## src/rtl/elevator_pkg.sv

```systemverilog
// elevator_pkg: shared constants, state type and call-bit helpers for the elevator scheduler
package elevator_pkg;
  localparam int NUM_FLOORS = 4;
  localparam int CALL_F0_UP = 0;
  localparam int CALL_F1_UP = 1;
  localparam int CALL_F1_DN = 2;
  localparam int CALL_F2_UP = 3;
  localparam int CALL_F2_DN = 4;
  localparam int CALL_F3_DN = 5;
  typedef enum logic [1:0] {IDLE, MOVE_UP, MOVE_DOWN, DOOR_OPEN} state_t;
  function automatic logic [5:0] call_mask(input logic [1:0] f, input logic up);
    return 6'(1) << (f == 2'd0 ? CALL_F0_UP : f == 2'd3 ? CALL_F3_DN :
                     f == 2'd1 ? (up ? CALL_F1_UP : CALL_F1_DN) : (up ? CALL_F2_UP : CALL_F2_DN));
  endfunction
  function automatic logic [NUM_FLOORS-1:0] up_calls(input logic [5:0] c);
    return {1'b0, c[CALL_F2_UP], c[CALL_F1_UP], c[CALL_F0_UP]};
  endfunction
  function automatic logic [NUM_FLOORS-1:0] dn_calls(input logic [5:0] c);
    return {c[CALL_F3_DN], c[CALL_F2_DN], c[CALL_F1_DN], 1'b0};
  endfunction
endpackage

```

## src/rtl/elevator_req_eval.sv

```systemverilog
// elevator_req_eval: request direction, stop and door-entry clear decisions for one floor
module elevator_req_eval import elevator_pkg::*; (
  input  logic [NUM_FLOORS-1:0] dest_i,
  input  logic [5:0]            call_i,
  input  logic [1:0]            flr_i,
  input  logic                  dir_up_i,
  output logic                  above_o,
  output logic                  below_o,
  output logic                  here_o,
  output logic                  stop_up_o,
  output logic                  stop_dn_o,
  output logic                  flip_o,
  output logic [NUM_FLOORS-1:0] clr_dest_o,
  output logic [5:0]            clr_call_o
);
  logic [NUM_FLOORS-1:0] up_f, dn_f, req, hi_m, lo_m;
  logic at_call;
  assign up_f = up_calls(call_i);
  assign dn_f = dn_calls(call_i);
  assign req = dest_i | up_f | dn_f;
  assign hi_m = 4'b1110 << flr_i;
  assign lo_m = ~(4'b1111 << flr_i);
  assign above_o = |(req & hi_m);
  assign below_o = |(req & lo_m);
  assign here_o = req[flr_i];
  assign at_call = up_f[flr_i] | dn_f[flr_i];
  assign stop_up_o = dest_i[flr_i] | up_f[flr_i] | (flr_i == 2'd3) | (~above_o & at_call);
  assign stop_dn_o = dest_i[flr_i] | dn_f[flr_i] | (flr_i == 2'd0) | (~below_o & at_call);
  assign flip_o = dir_up_i ? ~above_o : ~below_o;
  assign clr_dest_o = 4'(1) << flr_i;
  assign clr_call_o = call_mask(flr_i, dir_up_i) | (flip_o ? call_mask(flr_i, ~dir_up_i) : 6'd0);
endmodule

```

## src/rtl/elevator_sched_ctrl.sv

```systemverilog
// elevator_sched_ctrl: request latching, direction scheduling and motion/door sequencing
module elevator_sched_ctrl import elevator_pkg::*; #(
  parameter int MOVE_CYCLES = 4,
  parameter int DOOR_CYCLES = 6,
  parameter int CNT_W = 16
) (
  input  logic       clk,
  input  logic       rst,
  input  logic [3:0] dest_btn,
  input  logic [5:0] call_btn,
  output logic [3:0] dest_lamp,
  output logic [5:0] call_lamp,
  output logic [1:0] cur_floor,
  output logic       dir_up,
  output logic       moving,
  output logic       door_open
);
  state_t state_q, state_d;
  logic [CNT_W-1:0] timer_q, timer_d;
  logic [1:0] floor_q, nf;
  logic dir_q, dir_d;
  logic [NUM_FLOORS-1:0] dest_q, dest_d, blk_dest, clr_dest, ev_clr_dest;
  logic [5:0] call_q, call_d, blk_call, clr_call, ev_clr_call;
  logic above, below, here, stop_up, stop_dn, flip;
  logic tc_move, tc_door, restart, enter_door;
  assign tc_move = timer_q == CNT_W'(MOVE_CYCLES - 1);
  assign tc_door = timer_q == CNT_W'(DOOR_CYCLES - 1);
  assign nf = state_q == MOVE_UP && tc_move ? floor_q + 2'd1 :
              state_q == MOVE_DOWN && tc_move ? floor_q - 2'd1 : floor_q;
  assign blk_dest = state_q == DOOR_OPEN ? 4'(1) << floor_q : 4'd0;
  assign blk_call = state_q == DOOR_OPEN ? call_mask(floor_q, dir_q) : 6'd0;
  assign restart = |(dest_btn & blk_dest) | |(call_btn & blk_call);
  elevator_req_eval u_eval (
    .dest_i(dest_q), .call_i(call_q), .flr_i(nf), .dir_up_i(dir_q),
    .above_o(above), .below_o(below), .here_o(here),
    .stop_up_o(stop_up), .stop_dn_o(stop_dn), .flip_o(flip),
    .clr_dest_o(ev_clr_dest), .clr_call_o(ev_clr_call)
  );
  always_comb begin
    state_d = state_q;
    timer_d = timer_q;
    dir_d = dir_q;
    enter_door = 1'b0;
    case (state_q)
      IDLE: begin
        timer_d = '0;
        if (here) begin
          state_d = DOOR_OPEN;
          enter_door = 1'b1;
        end else if (dir_q ? above : above & ~below) begin
          state_d = MOVE_UP;
          dir_d = 1'b1;
        end else if (below) begin
          state_d = MOVE_DOWN;
          dir_d = 1'b0;
        end
      end
      MOVE_UP, MOVE_DOWN: begin
        timer_d = tc_move ? '0 : timer_q + CNT_W'(1);
        if (tc_move && (state_q == MOVE_UP ? stop_up : stop_dn)) begin
          state_d = DOOR_OPEN;
          enter_door = 1'b1;
        end
      end
      DOOR_OPEN: begin
        timer_d = restart || tc_door ? '0 : timer_q + CNT_W'(1);
        state_d = !restart && tc_door ? IDLE : DOOR_OPEN;
      end
    endcase
    dir_d = enter_door && flip ? ~dir_q : dir_d;
  end
  assign clr_dest = enter_door ? ev_clr_dest : 4'd0;
  assign clr_call = enter_door ? ev_clr_call : 6'd0;
  assign dest_d = (dest_q | (dest_btn & ~blk_dest)) & ~clr_dest;
  assign call_d = (call_q | (call_btn & ~blk_call)) & ~clr_call;
  always_ff @(posedge clk) begin
    if (rst) begin
      state_q <= IDLE;
      timer_q <= '0;
      floor_q <= 2'd0;
      dir_q <= 1'b1;
      dest_q <= '0;
      call_q <= '0;
    end else begin
      state_q <= state_d;
      timer_q <= timer_d;
      floor_q <= nf;
      dir_q <= dir_d;
      dest_q <= dest_d;
      call_q <= call_d;
    end
  end
  assign dest_lamp = dest_q;
  assign call_lamp = call_q;
  assign cur_floor = floor_q;
  assign dir_up = dir_q;
  assign moving = state_q == MOVE_UP || state_q == MOVE_DOWN;
  assign door_open = state_q == DOOR_OPEN;
endmodule

```

## config.mk

```make
export PLATFORM = sky130hd
export DESIGN_NAME = elevator_sched_ctrl
export DESIGN_NICKNAME = d
export VERILOG_FILES = /design/src/rtl/elevator_pkg.sv /design/src/rtl/elevator_req_eval.sv /design/src/rtl/elevator_sched_ctrl.sv
export SDC_FILE = /design/constraint.sdc
export NUM_CORES = 1
export LEC_CHECK = 0
export CAP_MARGIN = 25
export CORE_MARGIN = 5
export CORE_UTILIZATION = 55
export DETAILED_ROUTE_END_ITERATION = 10
export PLACE_DENSITY = 0.79
export SYNTH_ARGS = -nofsm -noshare
export SYNTH_HDL_FRONTEND = slang
export SYNTH_SLANG_ARGS = --single-unit
```

## constraint.sdc

```tcl
create_clock -name clk -period 4 [get_ports clk]
set_input_delay 0.8 -clock clk [delete_from_list [all_inputs] [get_ports clk]]
set_output_delay 0.8 -clock clk [all_outputs]
set_load 0.005 [all_outputs]
```

==> metrics.txt, run 1 <==
most common cell after layout, fill and taps aside=nor2_1; Critical Path Sink Type=register; pre-CTS WS=0.610 ns; ANT cells=0; area occupied by multi-input gates=1410 um^2; num rows=22; area share of the largest cell type after synthesis=29.4%; Post-synth EDFFs=0; first-pass GRT wire length=8660 um; drt drc=0; WS Path Type=reg -> reg; Root Buffer=clkbuf_8; antenna viol nets, final=0; Power Dens Cells=384 nW/um^2; Starting Density=57.2%; final setup TNS=0 ns; worst-margin pin slew=0.681 ns; Fillers=329; hold buffer count at cts=0; WP data required=4.17 ns; Clock Skew=0.00356 ns; post-CTS setup buffers=0; worst hold path type=reg -> reg; final core occ=67.7%; share of layout cells above drive strength 1=9.57%; area occupied by registers=621 um^2; CP arrival=3.64 ns; largest net degree at the start of global routing=18; drt wl/cell=15.8 um; nets=305; post-DP HPWL=3990 um; WL met1=2460 um; Vias=1993; Final period util=86.7%; hold_sp=timer_q[0]; IO Pins=27; Slew Viols, Final=0; RD Place Congestion=0.928; GR Util All Layers=21.1%; critical-path maximum fanout=10; Synth Flop Type=dfxtp_1; area leader, netlist=dfxtp_1; CTS tree=built; fmax=0.288 GHz; clk sink count=31; RR Endpoint=call_lamp[0]; Worst Reg-to-Reg Cells=11; wire length on met3=380 um; WL final=5230 um; launching point of the worst reg2reg path=cur_floor[1]; ys async rst share=0%; setup slack after layout=0.531 ns; max-cap viol count=0; router iterations before antenna repair=4; Synth warnings=0; Final Critical Period=3.47 ns; Die X=71.9 um; slew margin rel.=54.4%; Top Layer Used=met4; CTS H-Tree Depth=2; IO Port Bufs=26; CTS buffer count=5; Core Box Area=3690 um^2; crit path to=call_lamp[0]; Layout area overhead=18.4%; Die Area=5170 um^2; Syn Std Cell Area=2110 um^2; Crit. Startpoint=cur_floor[1]; CP startpoint kind=register; Mapped Nets=279; RSZ-0062 raised after global routing=false; Final Total Pwr=959 uW; post-synthesis sequential area ratio=29.4%; Synth Register Bits=31; GRT overflow=0; met2 wire len=2300 um; initial antenna violation count=0; worst vdd rail ir drop=0.249 mV; worst-skew pair later-pin latency=0.28 ns; leakage=0.915 nW; clock-pin slew on the worst setup and hold paths=0.06 ns; Setup-failing EPs final=0; endpoints failing hold=0; Iteration-0 DRC Markers=200; Syn Inst Count=256; r2r setup slk=0.53 ns; outcome=finished, final reports clean; Syn Area/Cell=8.24 um^2; post-synth cell types=59; vias per cell=6.04; top post-synthesis cells by area=dfxtp_1 (29%), ha_1 (6.5%), nor2_1 (6.2%); commonest cells after routing, fill and taps aside=nor2_1 (35), dfxtp_1 (31), clkdlybuf4s50_1 (26); number of global-route vias before repair=1814; Resize count post-CTS=0; Clock Path Buffers=2; die extent in y=71.9 um
-- where the power goes --
| part | switching (mW) | leakage (nW) | internal (mW) |
|---|---|---|---|
| clock network | 0.114 | 0.0470 | 0.135 |
| logic | 0.192 | 0.615 | 0.158 |
| registers | 0.0280 | 0.254 | 0.333 |
-- Yosys cell counts (all sizes together), types with 2 or more instances --
library cell  instances
a211oi                7
a21boi                2
a21o                  2
a21oi                15
a22oi                 2
a2bb2oi               2
a311oi                4
and2                  2
and3                  5
buf                   2
clkbuf                7
dfxtp                31
ha                   11
inv                  11
mux2                  2
mux2i                 5
nand2                20
nand2b                8
nand3                15
nor2                 36
nor2b                 2
nor3                  5
nor4                  4
nor4b                 2
o211ai                2
o21a                  3
o21ai                12
o2bb2ai               2
o31ai                 3
or3                   2
xnor2                 5
xor2                  9
-- routing by layer --
metal / track usage [%] / vias to the layer above
met5: 0 / -
met4: 7.72 / 0
met3: 6.51 / 7
met2: 31.1 / 65
met1: 29.1 / 947
li1: - / 974
-- worst max-delay path, stage by stage (launching register included) --
cell,delay [ns]
dfxtp_1,0.54
inv_1,0.13
ha_1,0.37
and2_1,0.15
o31ai_1,0.07
mux2i_1,0.46
mux2_1,0.37
a222oi_1,0.34
a21boi_2,0.23
and3_2,0.23
o31ai_4,0.13
a311oi_1,0.33
-- stage by stage --
| step | cells | hold WS (ns) | cell area (um^2) |
|---|---|---|---|
| after floorplan | 256 | 0.445 | 2110 |
| after global placement | 323 | 0.463 | 2410 |
| after detailed placement | 323 | 0.477 | 2410 |
| after CTS | 330 | 0.491 | 2500 |
| after global routing | 330 | 0.530 | 2500 |
| final | 330 | 0.482 | 2500 |
-- area by class of cell --
| class | count | share of cell area, % |
|---|---|---|
| clock buffers | 6 | 3.31 |
| multi-input cells | 205 | 56.5 |
| inverters | 11 | 1.65 |
| repair buffers | 28 | 11.0 |
| flip-flops and latches | 31 | 24.9 |
| clock inverters | 1 | 0.201 |
| well taps | 48 | 2.41 |
-- worst min path at each step --
stage	endpoint	slack [ns]	cells past startpoint
2_1_floorplan	timer_q[0]	0.44	1
3_3_place_gp	timer_q[0]	0.46	1
3_5_place_dp	timer_q[0]	0.48	1
4_1_cts	timer_q[0]	0.49	1
5_1_grt	timer_q[0]	0.53	1
6_report	timer_q[0]	0.48	1
-- state kept, by name (all words and copies together), names as in the netlist --
register / flops
timer_q: 16
call_lamp: 6
dest_lamp: 4
cur_floor: 2
state_q: 2
dir_up: 1
-- cell families after synthesis --
group                      count (synthesis)  share of synthesized area (%)
adders and majority gates                 11                           6.53
DFF                                       31                           29.4
xor gates and xnor gates                  14                           5.82
AOI/OAI and AO/OA                         66                           23.4
buffers and inverters                     20                           3.62
and+or+nand+nor                          106                           26.5
muxes                                      8                           4.69
Power figures use the tool's default switching activity.
==> inputs of run 2 (changes only) <==
==> constraint.sdc (replaced) <==
create_clock -name clk -period 3.9 [get_ports clk]
set_input_delay 0.78 -clock clk [delete_from_list [all_inputs] [get_ports clk]]
set_output_delay 0.78 -clock clk [all_outputs]
set_load 0.005 [all_outputs]
==> run 2 against run 1 <==
Sequential power grew 2%. First-iteration DRC count increased by 19%. Fmax is 0.72% lower. Critical path depth unchanged. Register-to-register slack got worse by 0.13 ns. Power increased by 5.0%. Setup slack lost 0.13 ns.
==> metrics.txt, run 2 (synthesis gave the netlist of run 1 again) <==
Final period util=89.6% (was 86.7%); fmax=0.286 GHz (was 0.288 GHz); Fillers=330 (was 329); Core Box Area=3690 um^2 (unchanged); drt drc=0 (unchanged); GR Util All Layers=21.5% (was 21.1%); Int Pwr=664 uW (was 625 uW); Starting Density=57.2% (unchanged); vias per cell=6.05 (was 6.04); Clock Path Buffers=2 (unchanged); WP data required=4.08 ns (was 4.17 ns); num rows=22 (unchanged); RR Endpoint=state_q[1] (was call_lamp[0]); CTS buffer count=5 (unchanged); outcome=finished, final reports clean (unchanged); worst-margin pin slew=0.650 ns (was 0.681 ns); Die Area=5170 um^2 (unchanged); r2r setup slk=0.41 ns (was 0.53 ns); GRT overflow=0 (unchanged); largest register by flop count=timer_q (unchanged); final setup TNS=0 ns (unchanged); Vias=2003 (was 1993); worst hold path type=reg -> reg (unchanged); share of layout cells above drive strength 1=9.54% (was 9.57%); IO Port Bufs=26 (unchanged); drt wl/cell=15.7 um (was 15.8 um); CP arrival=3.67 ns (was 3.64 ns); Slew Viols, Final=0 (unchanged); worst vdd rail ir drop=0.319 mV (was 0.249 mV); Clock Skew=0.00253 ns (was 0.00356 ns); Comb pwr share=35.5% (was 36.5%); IO Pins=27 (unchanged); Critical Path Sink Type=register (unchanged); leakage=0.920 nW (was 0.915 nW); Final Total Pwr=1.01 mW (was 959 uW); clk sink count=31 (unchanged); RSZ-0062 raised after global routing=false (unchanged); first-pass GRT wire length=8850 um (was 8660 um); Resize count post-CTS=0 (unchanged); Final Critical Period=3.49 ns (was 3.47 ns); endpoints failing hold=0 (unchanged); hold_sp=timer_q[0] (unchanged); post-DP HPWL=3980 um (was 3990 um); Layout area overhead=19.0% (was 18.4%); Worst Reg-to-Reg Cells=11 (unchanged); worst-skew pair later-pin latency=0.29 ns (was 0.28 ns); largest net degree at the start of global routing=18 (unchanged); Root Buffer=clkbuf_8 (unchanged); Hold Path Cell Cnt=1 (unchanged); router iterations before antenna repair=4 (unchanged); Die X=71.9 um (unchanged); antenna viol nets, final=0 (unchanged); Setup-failing EPs final=0 (unchanged); ANT cells=0 (unchanged); RD Place Congestion=0.922 (was 0.928); CTS H-Tree Depth=2 (unchanged); max-cap viol count=0 (unchanged); number of global-route vias before repair=1888 (was 1814); WL final=5180 um (was 5230 um); clock-pin slew on the worst setup and hold paths=0.06 ns (about the same); switching power total=343 uW (was 334 uW); max reg flops=16 (unchanged); nets=305 (unchanged); switch share=34.1% (was 34.8%); Iteration-0 DRC Markers=237 (was 200); most common cell after layout, fill and taps aside=nor2_1 (unchanged); post-CTS setup buffers=0 (unchanged); Hold Path End=timer_q[0] (unchanged); CP startpoint kind=register (unchanged); slew margin rel.=56.6% (was 54.4%); die extent in y=71.9 um (unchanged); initial antenna violation count=0 (unchanged); hold buffer count at cts=0 (unchanged); launching point of the worst reg2reg path=cur_floor[1] (unchanged); sequential fraction of design power=36.7% (was 37.6%); Power Dens Cells=401 nW/um^2 (was 384 nW/um^2); critical-path maximum fanout=10 (unchanged); Clock power frac=27.8% (was 25.9%); WS Path Type=reg -> reg (unchanged); commonest cells after routing, fill and taps aside=nor2_1 (35), dfxtp_1 (31), clkdlybuf4s50_1 (26) (unchanged); CTS tree=built (unchanged)
==> run 2: cell count changes in the layout (fill, tap and decap cells not counted) <==
cell      previous run  this run
clkinv_2             1         0
clkbuf_1             0         1
clkbuf_8             6         7
==> run 2: power groups by stage <==
| stage | Clock (mW) | Combinational [mW] | Sequential (mW) |
|---|---|---|---|
| floorplan | 0 | 0.246 | 0.369 |
| detailed placement | 0 | 0.352 | 0.376 |
| global route | 0.294 | 0.392 | 0.375 |
| CTS | 0.281 | 0.354 | 0.369 |
| global placement | 0 | 0.349 | 0.375 |
| finish | 0.280 | 0.357 | 0.370 |
==> run 2: worst max-delay path by stage <==
stage,startpoint,end,depth (start not counted)
finish,cur_floor[1],state_q[1],11
global route,cur_floor[1],call_lamp[2],12
CTS,cur_floor[1],state_q[1],11
detailed placement,cur_floor[1],call_lamp[2],11
global placement,cur_floor[1],state_q[1],11
floorplan,cur_floor[0],state_q[1],12
==> run 2: through the flow <==
step                std cells  area (um^2)  util, %  hold slack [ns]  worst slack [ns]
finish                    331         2510     68.0            0.491             0.406
global route              331         2510     68.0            0.524             0.267
CTS                       331         2510     68.0            0.502             0.520
detailed placement        323         2410     65.3            0.488             0.534
global placement          323         2410     65.3            0.463             0.587
floorplan                 256         2110        -            0.445             0.641
==> run 2: area by class of cell <==
cell class / instances / area, um^2 / share of cell area, %
clock buffers: 8 / 100 / 3.99
inverters: 11 / 41.3 / 1.65
repair buffers: 28 / 275 / 11.0
well taps: 48 / 60.1 / 2.39
multi-input cells: 205 / 1410 / 56.3
flip-flops and latches: 31 / 621 / 24.7
==> run 2: worst max-delay path, cell delays in order (launching register included) <==
cell and delay, ns:
dfxtp_1 0.54, inv_1 0.12, ha_1 0.38, and2_1 0.15
o31ai_1 0.07, mux2i_1 0.45, mux2_1 0.38, a222oi_1 0.36
a21boi_2 0.23, nand3_1 0.13, o211ai_2 0.24, mux2_4 0.32
==> run 2: per-layer routing <==
layer,part of all wire [%],up-vias,track usage (%)
met5,0,-,0
met4,2.2,0,10.0
met3,8.6,12,4.85
met2,44,76,31.8
met1,45,939,29.5
li1,-,976,-
==> inputs of run 3 (changes only) <==
--- a/config.mk
+++ b/config.mk
@@ -9,6 +9,7 @@
 export CORE_MARGIN = 5
 export CORE_UTILIZATION = 55
 export DETAILED_ROUTE_END_ITERATION = 10
+export MAX_ROUTING_LAYER = met4
 export PLACE_DENSITY = 0.79
 export SYNTH_ARGS = -nofsm -noshare
 export SYNTH_HDL_FRONTEND = slang
==> run 3 against run 2 <==
Final cell count is the same. Count of clock-buffer cells in the layout did not move. Global-route usage increased by 1.0 points. Non-clock buffer count did not move. Fmax up 0.25%. Clock power is 2% lower. Critical path depth up 1. First-iteration DRC count fell by 13%. Critical endpoint is now call_lamp[0].
==> metrics.txt, run 3 (synthesis gave the netlist of run 1 again) <==
outcome=finished, final reports clean (unchanged); WS Path Type=reg -> reg (unchanged); cell breakdown of the critical path=inv_1 > ha_1 > and2_1 > o31ai_1 > mux2i_1 > buf_4 > a21oi_1 > o21ba_2 > a21boi_2 > and3_2 > o31ai_4 > a311oi_1 (was inv_1 > ha_1 > and2_1 > o31ai_1 > mux2i_1 > mux2_1 > a222oi_1 > a21boi_2 > nand3_1 > o211ai_2 > mux2_4); sequential fraction of design power=36.9% (was 36.7%); CP arrival=3.60 ns (was 3.67 ns); Crit. Startpoint=cur_floor[1] (unchanged); RSZ-0062 raised after global routing=false (unchanged); CTS tree=built (unchanged); vias per cell=6.06 (was 6.05); launching point of the worst reg2reg path=cur_floor[1] (unchanged); leakage=0.920 nW (unchanged); CTS H-Tree Depth=2 (unchanged); drt wl/cell=16.1 um (was 15.7 um); Hold Slack=0.489 ns (was 0.491 ns); Iteration-0 DRC Markers=207 (was 237); initial antenna violation count=0 (unchanged); Die Area=5170 um^2 (unchanged); post-CTS setup buffers=0 (unchanged); slowest CP cell=dfxtp_1 (unchanged); endpoints failing hold=0 (unchanged); Clock Skew=0.00514 ns (was 0.00253 ns); Fillers=312 (was 330); WP data required=4.02 ns (was 4.08 ns); largest net degree at the start of global routing=18 (unchanged); num rows=22 (unchanged); router iterations before antenna repair=5 (was 4); Vias=2007 (was 2003); CTS buffer count=5 (unchanged); Clock Path Buffers=2 (unchanged); worst-skew pair later-pin latency=0.27 ns (was 0.29 ns); IO Pins=27 (unchanged); Root Buffer=clkbuf_8 (unchanged); share of layout cells above drive strength 1=9.54% (unchanged); final setup TNS=0 ns (unchanged); Power Dens Cells=400 nW/um^2 (was 401 nW/um^2); slew margin rel.=56.2% (was 56.6%); Layout area overhead=19.0% (unchanged); die extent in y=71.9 um (unchanged); commonest cells after routing, fill and taps aside=nor2_1 (35), dfxtp_1 (31), clkdlybuf4s50_1 (26) (unchanged); critical-path maximum fanout=10 (unchanged); Critical Path Sink Type=register (unchanged); worst hold path type=reg -> reg (unchanged); post-DP HPWL=4070 um (was 3980 um); clk sink count=31 (unchanged); max reg flops=16 (unchanged); Final period util=89.4% (was 89.6%); dpl cell area=2410 um^2 (unchanged); Resize count post-CTS=0 (unchanged); switch share=33.8% (was 34.1%); first-pass GRT wire length=9050 um (was 8850 um); Slew Viols, Final=0 (unchanged); Core Box Area=3690 um^2 (unchanged); hold_sp=timer_q[0] (unchanged); number of global-route vias before repair=1858 (was 1888); Die X=71.9 um (unchanged); CP startpoint kind=register (unchanged); WL final=5340 um (was 5180 um); clock-pin slew on the worst setup and hold paths=0.06 ns (about the same); Starting Density=57.2% (unchanged); largest register by flop count=timer_q (unchanged); GRT overflow=0 (unchanged); worst vdd rail ir drop=0.218 mV (was 0.319 mV); drt drc=0 (unchanged); Final Critical Period=3.49 ns (about the same); antenna viol nets, final=0 (unchanged); Clock power frac=27.2% (was 27.8%); max-cap viol count=0 (unchanged); fmax=0.287 GHz (was 0.286 GHz); GR Util All Layers=22.5% (was 21.5%); Int Pwr=664 uW (about the same); CP peak stage delay=0.54 ns (about the same); fin area=2510 um^2 (unchanged); Setup-failing EPs final=0 (unchanged); RD Place Congestion=0.917 (was 0.922); Comb pwr share=35.8% (was 35.5%); worst-margin pin slew=0.655 ns (was 0.650 ns); hold buffer count at cts=0 (unchanged); most common cell after layout, fill and taps aside=nor2_1 (unchanged); switching power total=339 uW (was 343 uW); IO Port Bufs=26 (unchanged); nets=305 (unchanged); ANT cells=0 (unchanged)
==> run 3: cell counts in the layout (fill, tap and decap cells not counted) <==
No cell type changed its count.
==> run 3: routing by layer <==
| metal | track usage (%) | routed length [um] | vias to the layer above |
|---|---|---|---|
| met5 | - | 0 | - |
| met4 | 6.26 | 81 | 0 |
| met3 | 4.02 | 339 | 11 |
| met2 | 33.8 | 2440 | 72 |
| met1 | 31.1 | 2480 | 943 |
| li1 | - | - | 981 |
==> run 3: path summary, 6_finish.rpt <==
| kind | slack [ns] | cells after the start | end |
|---|---|---|---|
| worst max-delay path | 0.41 | 12 | call_lamp[0] |
| worst min-delay path | 0.49 | 1 | timer_q[0] |
| worst max register to register | 0.41 | 12 | call_lamp[0] |
| worst min register to register | 0.49 | 1 | timer_q[0] |
==> run 3: layout make-up <==
class / instances / area [um^2] / share of cell area [%]
multi-input cells: 205 / 1410 / 56.3
clock buffers: 8 / 100 / 3.99
flip-flops and latches: 31 / 621 / 24.7
well taps: 48 / 60.1 / 2.39
repair buffers: 28 / 275 / 11.0
inverters: 11 / 41.3 / 1.65
==> run 3: worst max-delay path, delay by kind of cell, from the launching register on <==
family,cells,cell delay (ns)
AOI/OAI and AO/OA,6,1.15
DFF,1,0.54
muxes,1,0.48
buffers and inverters,2,0.39
and+or+nand+nor,2,0.39
adders and majority gates,1,0.38
==> run 3: metrics by stage <==
stage	power (mW)	util, %	std cells	worst slack [ns]
after global placement	0.723	65.3	323	0.562
after detailed placement	0.730	65.3	323	0.512
final	1.00	68.0	331	0.415
after CTS	1.00	68.0	331	0.487
after floorplan	0.615	-	256	0.641
after global routing	1.07	68.0	331	0.256
==> run 3: power groups by stage <==
stage	Clock (mW)	Combinational, mW	Sequential (mW)
after CTS	0.277	0.356	0.369
final	0.273	0.359	0.370
after floorplan	0	0.246	0.369
after global placement	0	0.347	0.375
after global routing	0.297	0.395	0.374
after detailed placement	0	0.354	0.376
==> patch 1, RTL diff (config.mk and constraints of run 1) <==
Change the parameter `CNT_W` from 16 to 12.
--- a/src/rtl/elevator_sched_ctrl.sv
+++ b/src/rtl/elevator_sched_ctrl.sv
@@ -3,5 +3,5 @@
   parameter int MOVE_CYCLES = 4,
   parameter int DOOR_CYCLES = 6,
-  parameter int CNT_W = 16
+  parameter int CNT_W = 12
 ) (
   input  logic       clk,
Behaviour: no difference found for any inputs over 10 cycles, from zero or initial values and one cycle with rst high; that may be too few to reach the edited logic, so the function may still have changed.
==> patch 1 against run 1 <==
  * Design area fell by 4.8%
  * Sequential cell count fell by 4
  * Routed wire length rose by 3.3%
  * Hold slack improved by 0.0076 ns
  * Worst setup slack got worse by 0.096 ns
  * Clock power fell by 37%
  * Area after synthesis fell by 3.3%
  * Combinational power fell by 6.0%
  * Total power fell by 16%
  * Global-route usage rose by 0.63 points
  * Critical path type unchanged
  * Largest cell class unchanged
==> patch 1: results (changes against run 1) <==
----------------------------------------------------
[Detailed routing]
  Wire length on met2 ... 2.47 mm (+7.6%)
  Via count ... 2,041 (+2.4%)
  Met3 WL post-DR ... 408 um (+7.4%)
  Post-route met1 wirelength ... 2.46 mm (-0.37%)
  Number of DRC markers in iteration 0 ... 220 (+10%)
  First-pass detailed-route iteration total ... 5 (+1)
  Post-detailed-routing wire length ... 5.40 mm (+3.3%)

[Global route]
  Number of global-route vias before repair ... 1,856 (+2.3%)
  M1 GR Usage ... 32.0% (+2.9 points)
  Wire length of the first global-routing pass ... 9.00 mm (+3.9%)
  GRT met3 Usage ... 3.27% (-3.2 points)
  Largest net degree at the start of global routing ... 20 (+2)
  Tot GR Track Use ... 21.8% (+0.63 points)

[Yosys]
  Xor and xnor area share after synthesis ... 3.87% (-2.0 points)
  Area fraction in compound gates after synthesis ... 26.2% (+2.8 points)
  Post-synthesis net count ... 280 (+0.36%)
  Multiplexer area fraction after synthesis ... 3.50% (-1.2 points)
  Synth Area in Adders ... 6.13% (-0.39 points)
  Ranking of synthesized cells by area ... sky130_fd_sc_hd__dfxtp_1 27%, sky130_fd_sc_hd__ha_1 6.1%, sky130_fd_sc_hd__nor2_1 5.2%
  Yosys synthesis warning count ... 0 (unchanged)
  FFs w/ async S/R, synth ... 0% (unchanged)
  Post-synthesis sequential area ratio ... 26.5% (-2.9 points)
  Synth top cells by count ... 28 x sky130_fd_sc_hd__nor2_1, 27 x sky130_fd_sc_hd__dfxtp_1, 23 x sky130_fd_sc_hd__nand2_1

[Place]
  Final HPWL from detailed placement ... 4.24 mm (+6.3%)
  Placer congestion estimate ... 0.944 (+1.6%)

[Worst setup path]
  Worst setup path endpoint ... call_lamp[2]
  CP Max Fanout ... 12 (+2)
  Worst Setup SP ... cur_floor[0]
  Reg2Reg Depth ... 10 (-1)
  Register-to-Register Setup Slack ... 0.43 ns (-0.10 ns)
  Arr. time, crit path ... 3.70 ns (+0.06 ns)

[Timing]
  Final setup skew ... 0.00268 ns (-0.000885 ns)
  Slew @ Worst Pin ... 0.743 ns (+0.0615 ns)

[Layout]
  Number of flip-flops under the largest register name ... 12 (-4)
  Ratio of cells with drive above 1 in the final layout ... 7.14% (-2.4 points)
  NumNets Final ... 303 (-0.66%)

[Power]
  Leakage Power ... 0.845 nW (-7.7%)
  Psw ... 0.300 mW (-10%)

[CTS]
  CTS H-tree depth ... 1 (-1)
  Clk pin slew, worst setup/hold paths ... 0.09 ns (+0.03 ns)
  Number of buffers created by CTS ... 3 (-2)

[Status]
  Result of the run ... completed

----------------------------------------------------
-- patch 1: stage by stage --
| step | util (%) | setup WS, ns | hold slack (ns) | cells | area, um2 |
|---|---|---|---|---|---|
| 6_report | 65.4 | 0.435 | 0.490 | 328 | 2380 |
| 5_1_grt | 65.4 | 0.185 | 0.519 | 328 | 2380 |
| 4_1_cts | 65.4 | 0.497 | 0.495 | 328 | 2380 |
| 3_5_place_dp | 64.1 | 0.504 | 0.472 | 324 | 2330 |
| 3_3_place_gp | 64.1 | 0.636 | 0.458 | 324 | 2330 |
| 2_1_floorplan | - | 0.829 | 0.441 | 258 | 2040 |
-- patch 1: critical path: stages (launching register included) --
cell and delay, ns:
sky130_fd_sc_hd__dfxtp_1 0.57, sky130_fd_sc_hd__clkinv_1 0.33, sky130_fd_sc_hd__ha_1 0.43, sky130_fd_sc_hd__mux2i_1 0.33, sky130_fd_sc_hd__or2_1 0.25, sky130_fd_sc_hd__nand2_1 0.16, sky130_fd_sc_hd__o21ai_0 0.38, sky130_fd_sc_hd__a2111oi_4 0.13
sky130_fd_sc_hd__a211oi_1 0.37, sky130_fd_sc_hd__a21o_1 0.33, sky130_fd_sc_hd__a311oi_1 0.14
-- patch 1: power by group through the flow --
stage | Sequential (mW) | Clock [mW] | Combinational, mW
after floorplan | 0.321 | 0 | 0.236
after global placement | 0.328 | 0 | 0.323
after detailed placement | 0.329 | 0 | 0.326
after CTS | 0.323 | 0.158 | 0.329
after global routing | 0.328 | 0.172 | 0.365
final | 0.323 | 0.157 | 0.329
-- patch 1: final cells by class --
cell class,count,area [um2]
Fill cell,331,1260
Clock inverter,1,5.00
Multi-Input combinational cell,211,1420
Clock buffer,3,41.3
Inverter,10,37.5
Sequential cell,27,541
Timing Repair Buffer,28,275
Tap cell,48,60.1
==> patch 2, RTL diff (config.mk and constraints of run 1) <==
Made on the original files. Encoding of `state_t`: now one-hot (4 bits for 4 states).
--- a/src/rtl/elevator_pkg.sv
+++ b/src/rtl/elevator_pkg.sv
@@ -8,5 +8,5 @@
   localparam int CALL_F2_DN = 4;
   localparam int CALL_F3_DN = 5;
-  typedef enum logic [1:0] {IDLE, MOVE_UP, MOVE_DOWN, DOOR_OPEN} state_t;
+  typedef enum logic [3:0] {IDLE = 4'b0001, MOVE_UP = 4'b0010, MOVE_DOWN = 4'b0100, DOOR_OPEN = 4'b1000} state_t;
   function automatic logic [5:0] call_mask(input logic [1:0] f, input logic up);
     return 6'(1) << (f == 2'd0 ? CALL_F0_UP : f == 2'd3 ? CALL_F3_DN :
Function: no difference found for any inputs over 10 cycles, from zero or initial values and one cycle with rst high; not proved beyond that.
==> patch 2 against run 1 <==
  * Routed wire length up 14%
  * Hold slack better by 0.066 ns
  * Sequential cell count up 2
  * Area after synthesis up 12%
  * Count of clock-buffer cells in the layout up 1
  * Design area up 8.1%
  * Synthesized cell count up 7.8%
  * Total power up 21%
  * Final cell count up 5.8%
  * Worst setup slack better by 0.031 ns
  * Critical path depth unchanged
  * Fmax up 0.89%
==> patch 2: results (changes against run 1) <==
----------------------------------------------------
[Timing]
  Tmin final ... 3.44 ns (-0.0306 ns)
  Max-Slew Margin vs Limit ... 45.6% (-8.8 points)
  Min Hold Slack ... 0.548 ns (+0.0656 ns)

[Layout]
  Multi-input gate share of total cell area ... 56.8% (+0.30 points)
  NumNets Final ... 316 (+3.6%)
  Signal buf overhead ... 10.5% (-0.55 points)
  Ratio of cells with drive above 1 in the final layout ... 12.4% (+2.8 points)
  Count of buffers not belonging to the clock network in the layout ... 29 (+3.6%)
  Number of clock-tree buffers in the layout ... 7 (+1)
  Post-route non-filler standard cell count ... 349 (+5.8%)
  Final Instance Area ... 2700 um2 (+8.1%)
  Area of all sequential standard cells ... 661 um2 (+6.5%)
  Clock buffer and inverter area fraction after layout ... 4.31% (+0.80 points)
  Number of multi-input combinational cells ... 218 (+6.3%)
  Fillcell total ... 354 (+7.6%)

[Worst setup path]
  Register-to-Register Setup Slack ... 0.56 ns (+0.03 ns)
  CP Max Fanout ... 11 (+1)
  Arr. time, crit path ... 3.62 ns (-0.02 ns)
  Worst path max stage delay ... 0.52 ns (-0.02 ns)

[Detailed routing]
  Post-detailed-routing wire length ... 5.96 mm (+14%)
  Via-per-instance ratio ... 6.49 (+7.5%)
  First-pass detailed-route iteration total ... 5 (+1)
  Number of DRC markers in iteration 0 ... 247 (+24%)

[Yosys]
  Xor and xnor area share after synthesis ... 5.54% (-0.27 points)
  Post-synthesis net count ... 294 (+5.4%)
  Synth top cells by count ... 35 x sky130_fd_sc_hd__nor2_1, 33 x sky130_fd_sc_hd__dfxtp_1, 20 x sky130_fd_sc_hd__nand2_1
  Area fraction in compound gates after synthesis ... 23.1% (-0.37 points)
  Post-synthesis sequential area ratio ... 27.9% (-1.6 points)
  Synth Area in Adders ... 3.17% (-3.4 points)
  Multiplexer area fraction after synthesis ... 3.59% (-1.1 points)

[Global route]
  Number of global-route vias before repair ... 2,062 (+14%)
  Largest net degree at the start of global routing ... 23 (+5)
  Wire length of the first global-routing pass ... 9.77 mm (+13%)

[Min path]
  Hold Path Sink ... timer_q[0]

[Place]
  Final HPWL from detailed placement ... 4.43 mm (+11%)
  Placed Cells incl. Taps ... 341 (+5.6%)
  Pre-CTS worst setup slack ... 0.615 ns (+0.00403 ns)
  Placer congestion estimate ... 0.872 (-6.1%)

[CTS]
  # clock sinks ... 33 (+6.5%)

[Floorplanning]
  Die X ... 75.6 um (+5.2%)

[Power]
  IR Drop Worst-Case VDD ... 0.000271 V (+8.7%)

[Status]
  Result of the run ... completed

----------------------------------------------------
-- patch 2: cell count changes in the layout (fill, tap and decap cells not counted), moves of 4 or more --
cell,before,now
sky130_fd_sc_hd__nor3_1,4,9
sky130_fd_sc_hd__nand4_1,0,6
sky130_fd_sc_hd__nand2b_1,8,3
sky130_fd_sc_hd__nand3_1,15,6
sky130_fd_sc_hd__o21ai_0,12,8
sky130_fd_sc_hd__a311oi_1,4,8
sky130_fd_sc_hd__ha_1,11,6
-- patch 2: routing by layer --
metal	wire (um)	track usage, %	up-vias	part of all wire, %
met5	0	0	-	0
met4	159	8.54	0	2.7
met3	556	6.07	23	9.3
met2	2500	32.6	109	42
met1	2750	31.8	1055	46
li1	-	-	1078	-
-- patch 2: where the power goes --
group / internal [mW] / total (mW) / switching, mW
Combinational: 0.173 / 0.414 / 0.241
Sequential: 0.359 / 0.420 / 0.0605
Clock: 0.203 / 0.325 / 0.122
